==> config.mk <==
export PLATFORM = sky130hd
export DESIGN_NAME = mcd_addr_cache
export DESIGN_NICKNAME = d
export VERILOG_FILES = /design/src/rtl/mcd_addr_cache.sv
export SDC_FILE = /design/constraint.sdc
export NUM_CORES = 1
export LEC_CHECK = 0
export CORE_ASPECT_RATIO = 0.8
export CORE_MARGIN = 10
export CORE_UTILIZATION = 52
export CTS_CLUSTER_DIAMETER = 120
export DETAILED_ROUTE_END_ITERATION = 16
export PLACE_DENSITY = 0.76
export SLEW_MARGIN = 10
export SYNTH_ARGS = -nofsm -noshare
export SYNTH_HDL_FRONTEND = slang
export SYNTH_SLANG_ARGS = --single-unit
==> constraint.sdc <==
create_clock -name axi_clk -period 4.1 [get_ports axi_clk]
set_input_delay 0.82 -clock axi_clk [delete_from_list [all_inputs] [get_ports axi_clk]]
set_output_delay 0.82 -clock axi_clk [all_outputs]
set_load 0.02 [all_outputs]
==> src/rtl/mcd_addr_cache.sv <==
// Address cache between memcached and the PCIe allocator: FWFT address FIFO with free-address recycling and flush sequencing.
// Optional statistics counters are enabled by defining ADDR_CACHE_STATS_EN.
module mcd_addr_cache #(
  parameter int unsigned DEPTH  = 16,
  parameter int unsigned DATA_W = 32,
  parameter int unsigned CNT_W  = 5
) (
  input  logic              axi_clk,
  input  logic              axi_resetn,
  input  logic [DATA_W-1:0] alloc_in_data,
  input  logic              alloc_in_valid,
  output logic              alloc_in_ready,
  output logic [DATA_W-1:0] mcd_addr_data,
  output logic              mcd_addr_valid,
  input  logic              mcd_addr_ready,
  input  logic [DATA_W-1:0] mcd_free_data,
  input  logic              mcd_free_valid,
  output logic              mcd_free_ready,
  output logic [DATA_W-1:0] rec_out_data,
  output logic              rec_out_valid,
  input  logic              rec_out_ready,
  input  logic              mcd_flush_req,
  output logic              mcd_flush_ack,
  input  logic              mcd_flush_done,
  output logic              alloc_flush_req,
  input  logic              alloc_flush_ack,
  output logic              alloc_flush_done,
  output logic [31:0]       stat_recycled,
  output logic [31:0]       stat_forwarded
);

  localparam int unsigned PTR_W = $clog2(DEPTH);

  typedef enum logic [2:0] {
    ST_RUN       = 3'd0,
    ST_CLEAR     = 3'd1,
    ST_WAIT_ACK  = 3'd2,
    ST_WAIT_DONE = 3'd3,
    ST_DONE      = 3'd4
  } state_e;

  state_e             state_q, state_d;
  logic [DATA_W-1:0]  mem_q [DEPTH];
  logic [PTR_W-1:0]   wr_ptr_q, wr_ptr_d;
  logic [PTR_W-1:0]   rd_ptr_q, rd_ptr_d;
  logic [CNT_W-1:0]   count_q, count_d;
  logic               alloc_flush_req_q, alloc_flush_req_d;
  logic               mcd_flush_ack_q, mcd_flush_ack_d;
  logic               alloc_flush_done_q, alloc_flush_done_d;

  logic               run_c;
  logic               full_c;
  logic               pop_c;
  logic               room_c;
  logic               recycle_c;
  logic               push_c;
  logic [DATA_W-1:0]  wdata_c;

  // FIFO handshakes; reset is folded in so every output reads 0 while held in reset
  always_comb begin
    run_c          = (state_q == ST_RUN) && axi_resetn;
    full_c         = (count_q == CNT_W'(DEPTH));
    mcd_addr_valid = run_c && (count_q != '0);
    mcd_addr_data  = mcd_addr_valid ? mem_q[rd_ptr_q] : '0;
    pop_c          = mcd_addr_valid && mcd_addr_ready;
    room_c         = !full_c || pop_c;
    mcd_free_ready = run_c && (room_c || rec_out_ready);
    rec_out_valid  = run_c && mcd_free_valid && !room_c;
    rec_out_data   = rec_out_valid ? mcd_free_data : '0;
    alloc_in_ready = run_c && room_c && !mcd_free_valid;
    recycle_c      = mcd_free_valid && mcd_free_ready && room_c;
    push_c         = recycle_c || (alloc_in_valid && alloc_in_ready);
    wdata_c        = recycle_c ? mcd_free_data : alloc_in_data;
  end

  // Pointer and occupancy update; CLEAR discards everything in flight
  always_comb begin
    wr_ptr_d = wr_ptr_q;
    rd_ptr_d = rd_ptr_q;
    count_d  = count_q;
    if (state_q == ST_CLEAR) begin
      wr_ptr_d = '0;
      rd_ptr_d = '0;
      count_d  = '0;
    end else begin
      if (push_c) wr_ptr_d = wr_ptr_q + PTR_W'(1);
      if (pop_c)  rd_ptr_d = rd_ptr_q + PTR_W'(1);
      case ({push_c, pop_c})
        2'b10:   count_d = count_q + CNT_W'(1);
        2'b01:   count_d = count_q - CNT_W'(1);
        default: count_d = count_q;
      endcase
    end
  end

  always_ff @(posedge axi_clk or negedge axi_resetn) begin
    if (!axi_resetn) begin
      wr_ptr_q <= '0;
      rd_ptr_q <= '0;
      count_q  <= '0;
    end else begin
      wr_ptr_q <= wr_ptr_d;
      rd_ptr_q <= rd_ptr_d;
      count_q  <= count_d;
    end
  end

  always_ff @(posedge axi_clk) begin
    if (push_c) mem_q[wr_ptr_q] <= wdata_c;
  end

  // Flush FSM: state register and registered handshake outputs
  always_ff @(posedge axi_clk or negedge axi_resetn) begin
    if (!axi_resetn) begin
      state_q            <= ST_RUN;
      alloc_flush_req_q  <= 1'b0;
      mcd_flush_ack_q    <= 1'b0;
      alloc_flush_done_q <= 1'b0;
    end else begin
      state_q            <= state_d;
      alloc_flush_req_q  <= alloc_flush_req_d;
      mcd_flush_ack_q    <= mcd_flush_ack_d;
      alloc_flush_done_q <= alloc_flush_done_d;
    end
  end

  always_comb begin
    state_d = state_q;
    case (state_q)
      ST_RUN:       if (mcd_flush_req) state_d = ST_CLEAR;
      ST_CLEAR:     state_d = ST_WAIT_ACK;
      ST_WAIT_ACK:  if (alloc_flush_ack) state_d = ST_WAIT_DONE;
      ST_WAIT_DONE: if (mcd_flush_done) state_d = ST_DONE;
      ST_DONE:      if (!alloc_flush_ack && !mcd_flush_req) state_d = ST_RUN;
      default:      state_d = ST_RUN;
    endcase
  end

  // Flush outputs decoded from the next state so they line up with the state register
  always_comb begin
    alloc_flush_req_d  = 1'b0;
    mcd_flush_ack_d    = 1'b0;
    alloc_flush_done_d = 1'b0;
    case (state_d)
      ST_WAIT_ACK:  alloc_flush_req_d  = 1'b1;
      ST_WAIT_DONE: mcd_flush_ack_d    = 1'b1;
      ST_DONE:      alloc_flush_done_d = 1'b1;
      default:      ;
    endcase
  end

  assign alloc_flush_req  = alloc_flush_req_q;
  assign mcd_flush_ack    = mcd_flush_ack_q;
  assign alloc_flush_done = alloc_flush_done_q;

`ifdef ADDR_CACHE_STATS_EN
  logic [31:0] stat_rec_q, stat_rec_d;
  logic [31:0] stat_fwd_q, stat_fwd_d;

  // Recycle / forward counters, wrapping at 2^32
  always_comb begin
    stat_rec_d = stat_rec_q;
    stat_fwd_d = stat_fwd_q;
    if (state_q == ST_CLEAR) begin
      stat_rec_d = '0;
      stat_fwd_d = '0;
    end else begin
      if (recycle_c) stat_rec_d = stat_rec_q + 32'd1;
      if (rec_out_valid && rec_out_ready) stat_fwd_d = stat_fwd_q + 32'd1;
    end
  end

  always_ff @(posedge axi_clk or negedge axi_resetn) begin
    if (!axi_resetn) begin
      stat_rec_q <= '0;
      stat_fwd_q <= '0;
    end else begin
      stat_rec_q <= stat_rec_d;
      stat_fwd_q <= stat_fwd_d;
    end
  end

  assign stat_recycled  = stat_rec_q;
  assign stat_forwarded = stat_fwd_q;
`else
  assign stat_recycled  = '0;
  assign stat_forwarded = '0;
`endif

endmodule

# Word level (Yosys, flattened, before mapping)
# Memory sizes are Yosys's and may differ from the RTL's.
# Cells that the tools add are included.
# totals
register_bits	19
ram_bits	512
in_bits	73
out_inout_bits	135
word_cells	66
mem_count	1
# classes
add_sub_neg	4
n_eq_ne	10
n_mux	19
n_reduce_logical	25
# mem_list
memory	words	word_bits	read_ports	rd_ports_with_merged_regs	wr	line	text
mem_q	16	32	1	0	1	43	logic [DATA_W-1:0] mem_q [DEPTH];
# ops
op	count
32-bit 2-to-1 mux	3
4-bit 2-to-1 mux	4
3-bit one-hot mux with 5 select lines	1
3-bit by 2-bit == test with 1-bit output, second input constant	4
1-bit logical AND	12
3-bit 2-to-1 mux	4
5-bit one-hot mux with 2 select lines	1
4-bit by 1-bit adder with 4-bit output, second input constant	2
3-bit == test, second input constant	2
5-bit by 1-bit adder with 5-bit output, second input constant	1
5-bit == test, second input constant	1
1-bit logical NOT	5
1-bit 2-to-1 mux	5
5-bit 2-to-1 mux	1
5-bit nonzero test	1
5-bit by 1-bit subtractor with 5-bit output, second input constant	1
2-bit nonzero test	2
3-bit by 1-bit == test with 1-bit output, second input constant	1
3-bit logical NOT	1
1-bit logical OR	3
3-bit nonzero test	1
2-bit by 1-bit == test with 1-bit output, second input constant	1
2-bit == test, second input constant	1

# Longest topological paths before layout
# logic_depth
word_depth	13
depth_mapped	10
depth_no_buf	9

# Worst setup path after synthesis
# No wires, ideal clock.
# synth_timing
path_type	input-to-reg
startpoint	input axi_resetn
endpoint	memory mem_q[4][0] (enable)
setup_ns	0.461
arrival_ns	4.095
required_time_ns	3.639
setup_slack_ns	-0.455
cell_stages	4
n_path_buf	0
cell_sequence	or4b_4 > a311oi_4 > nand2_1 > nor3_1
# synth_via
elab_chain_len	11
word_cells_on_any_way	14
classes_between	2 x mux; 12 x reduce/logical
# synth_lines
item	line	text
start: declaration	9	input logic axi_resetn,
1-bit logical AND (*)	61	run_c = (state_q == ST_RUN) && axi_resetn;
1-bit logical AND	63	mcd_addr_valid = run_c && (count_q != '0);
1-bit logical AND	65	pop_c = mcd_addr_valid && mcd_addr_ready;
1-bit logical OR	66	room_c = !full_c || pop_c;
1-bit logical OR	67	mcd_free_ready = run_c && (room_c || rec_out_ready);
1-bit logical AND	67	
1-bit logical AND (2 in series)	71	recycle_c = mcd_free_valid && mcd_free_ready && room_c;
1-bit logical OR (*)	72	push_c = recycle_c || (alloc_in_valid && alloc_in_ready);
1-bit 2-to-1 mux (*)	109	if (push_c) mem_q[wr_ptr_q] <= wdata_c;
1-bit 2-to-1 mux (implied by the code) (*)	109	
end: declaration	43	
# Every way passes the cells marked *; elsewhere a longest branch is shown, timed or not.

# Final worst setup path
# layout_timing
startpoint	register rd_ptr_q[0]
endpoint	output mcd_addr_data[0]
# layout_via
elab_chain_len	2
# layout_lines
item	line	text
start: declaration	45	logic [PTR_W-1:0] rd_ptr_q, rd_ptr_d;
start signal: assignment	103	rd_ptr_q <= rd_ptr_d;
memory 16 x 32 bit	n/a	
32-bit 2-to-1 mux	64	mcd_addr_data = mcd_addr_valid ? mem_q[rd_ptr_q] : '0;
end: declaration	13	output logic [DATA_W-1:0] mcd_addr_data,
# No other way between the ends.

==> results.yml <==
placed_design:
  place.gp.congestion: 0.798
  place_hpwl_um: 27500
  postPlaceCellArea_sq_um: 24000
  port_buffers: 143
timing:
  hold_violations: 0
  setup_viol: 0
  relSlewSlack_pct: 26.2
  grt_setup_unrepaired: "no"
  fin_crit_sh_pct: 97.3
  hold_slack_ps: 609
  fin_skew_ps: 16.4
  fmax_ghz: 0.251
  period_minus_slack_ps: 3990
  finalMaxSlewViolations: 0
  worst_pin_slew_ps: 1100
logic_synthesis:
  ys_ff_latch: 531
  syn-cell-area_sq_um: 21700
  async_reset_ff_share_pct: 3.58
  yosysWarningCount: 0
  ys.flop_type: "edfxtp_1"
  synth.avg_cell_area_sq_um: 21.3
  ys_seq_area_share_pct: 73.0
  synth.distinct_cells: 45
  synth-edff-count: 512
  yosys.area.top_type: "edfxtp_1"
  ys_top_cells_by_area: "edfxtp_1, mux4_2, buf_4"
  synth_top_area_share_pct: 70.8
  syn_inst: 1020
finish:
  nets: 1293
  num_antenna_cells: 0
  fin_util_pct: 62.7
  drive_gt1_share_pct: 27.1
  fin_area_sq_um: 25700
  final_cell_mix: "edfxtp_1, mux4_2, clkdlybuf4s50_1"
  final_common_cell: "edfxtp_1"
  area_growth_pct: 18.4
clock_network:
  htree_levels: 2
  cts_buffers: 51
  clk_latency_ps: 560
  clock_path_buffers: 3
  clkSlewWorstSetupHoldPaths_ps: 60
  hold_buffers: 0
  cts_root_buffer: "clkbuf_16"
  cts_tree: "yes"
  cts.sinks: 531
floorplan:
  dieArea_sq_um: 50400
  row_count: 66
  ios: 208
  die_w_um: 248
  coreArea_sq_um: 41000
  start_util_pct: 53.0
  fp.dieH_um: 203
critical_path:
  start_kind: "flip-flop"
  critPathSlowestCell: "clkdlybuf4s50_1"
  worstRegToRegCells: 5
  slowest_delay_ps: 560
  worstReg2RegStart: "count_q[1]"
  critical_path_class: "flip-flop to output port"
  reg2reg_to: "mem_q[12][27]"
  setup.worst_path.end_class: "output port"
  worstPathCellList: "buf_12 > buf_12 > mux4_2 > mux4_2 > and2_1 > clkdlybuf4s50_1"
  critPathBufInv: 3
  reg2reg_slack_ps: 1200
  critPathArrivalTime_ps: 3170
  critPathRequiredTime_ps: 3280
  crit_fanout: 22
  crit_family: "multiplexers"
global_route:
  grt_pass1_vias: 11100
  grt_antenna_before_repair: 0
  overflow: 0
  grt_pass1_wl_um: 71800
  grt_start_max_net_pins: 37
  track_usage_pct: 19.2
route:
  drt_iter0_markers: 1173
  avgViaCountPerCell: 5.82
  wl_per_cell_um: 27.2
  routed_wl_um: 48800
  dr.pass1.iters: 6
  post-route-drc-count: 0
  num_vias: 10500
  ant_nets: 0
worst_hold_path:
  hp-class: "flip-flop to flip-flop"
  holdPathEnd: "wr_ptr_q[1]"
  min_from: "wr_ptr_q[1]"
  holdPathStages: 2
power:
  p_total_mw: 13.6
  vdd_drop_max_uv: 301
  p_leak_nw: 8.20
  p_per_area_nw_per_um2: 528
status:
  status: "complete, no violations"
run:
  cap_violations: 0
==> power by group <==
| part | total (mW) | switching (mW) | internal [mW] |
|---|---|---|---|
| Clock | 4.52 | 1.91 | 2.61 |
| Combinational | 2.69 | 1.33 | 1.36 |
| Sequential | 6.36 | 0.131 | 6.23 |
==> flip-flops by register name, summed over array words and instances, names as in the netlist <==
register and count:
mem_q 512, state_q 3, alloc_flush_req 1, rd_ptr_q 4, count_q 5, mcd_flush_ack 1, wr_ptr_q 4, alloc_flush_done 1
==> synthesized netlist by cell type, types with 3 or more instances <==
cell type / instances
edfxtp_1: 512
mux4_2: 160
and2_1: 72
buf_4: 68
mux2_2: 29
clkbuf_1: 21
dfrtp_1: 19
nor2_1: 19
buf_2: 17
nand3_1: 10
buf_1: 9
inv_1: 9
ha_1: 7
nand2_1: 6
nor3_1: 6
o21ai_0: 6
xor2_1: 5
mux2i_1: 4
a21oi_1: 3
mux2_1: 3
nor4_1: 3
o211ai_1: 3
xnor2_1: 3
==> worst max path at each step <==
stage / from / slack (ps) / depth (start not counted) / endpoint
final: rd_ptr_q[0] / 110 / 6 / mcd_addr_data[0]
after CTS: rd_ptr_q[0] / -3 / 5 / mcd_addr_data[3]
after floorplan: axi_resetn / -460 / 4 / mem_q[4][0]
after detailed placement: axi_resetn / 270 / 8 / rec_out_data[9]
after global routing: rd_ptr_q[0] / 20 / 6 / mcd_addr_data[20]
after global placement: axi_resetn / 340 / 8 / rec_out_data[4]
==> per-stage QoR <==
step	worst slack [ps]	cells	TNS (ps)
finish	110	1797	0
global route	15.7	1797	0
CTS	-3.28	1795	-3.28
detailed placement	268	1698	0
global placement	344	1698	0
floorplan	-455	1083	-58300
==> cell type report <==
cell class              count  area [sq um]
clock buffers              66          1380
clock inverters            27           225
fillers                  2755         15300
inverters                   9          33.8
multi-input cells         426          5400
flip-flops and latches    531         15900
well taps                 544           681
repair buffers            194          2110
==> worst min-delay path, cell delays in order, from the launching register on <==
cell     delay (ps)
dfrtp_1         410
mux2i_1          90
nor2_1           80
==> logic make-up (layout without fill, tap and decap cells) <==
logic type,Yosys count,in the layout,share of synthesized area [%]
XOR/XNOR,8,8,0.323
AND/OR/NAND/NOR,130,130,3.48
multiplexers,196,196,18.5
AO/OA/AOI/OAI,21,21,0.761
adder cells (fa/ha/maj),7,7,0.404
other,1,64,0.0173
flip-flops,531,531,73.0
buffers and inverters,126,296,3.52
==> per-layer routing <==
metal  global-route usage (%)  vias up  routed length (um)
met5                        0        -                   0
met1                     26.1     5493               19200
met4                     5.30        0                1060
met2                     31.8      451               24800
li1                         -     4435                   -
met3                     3.28       82                3690
==> timing repair <==
action / CTS / global route
setup endpoints to repair: 49 / 22
buffers inserted: 4 / 2
gates resized for setup: 7 / 0
(Power assumes the default switching activity.)
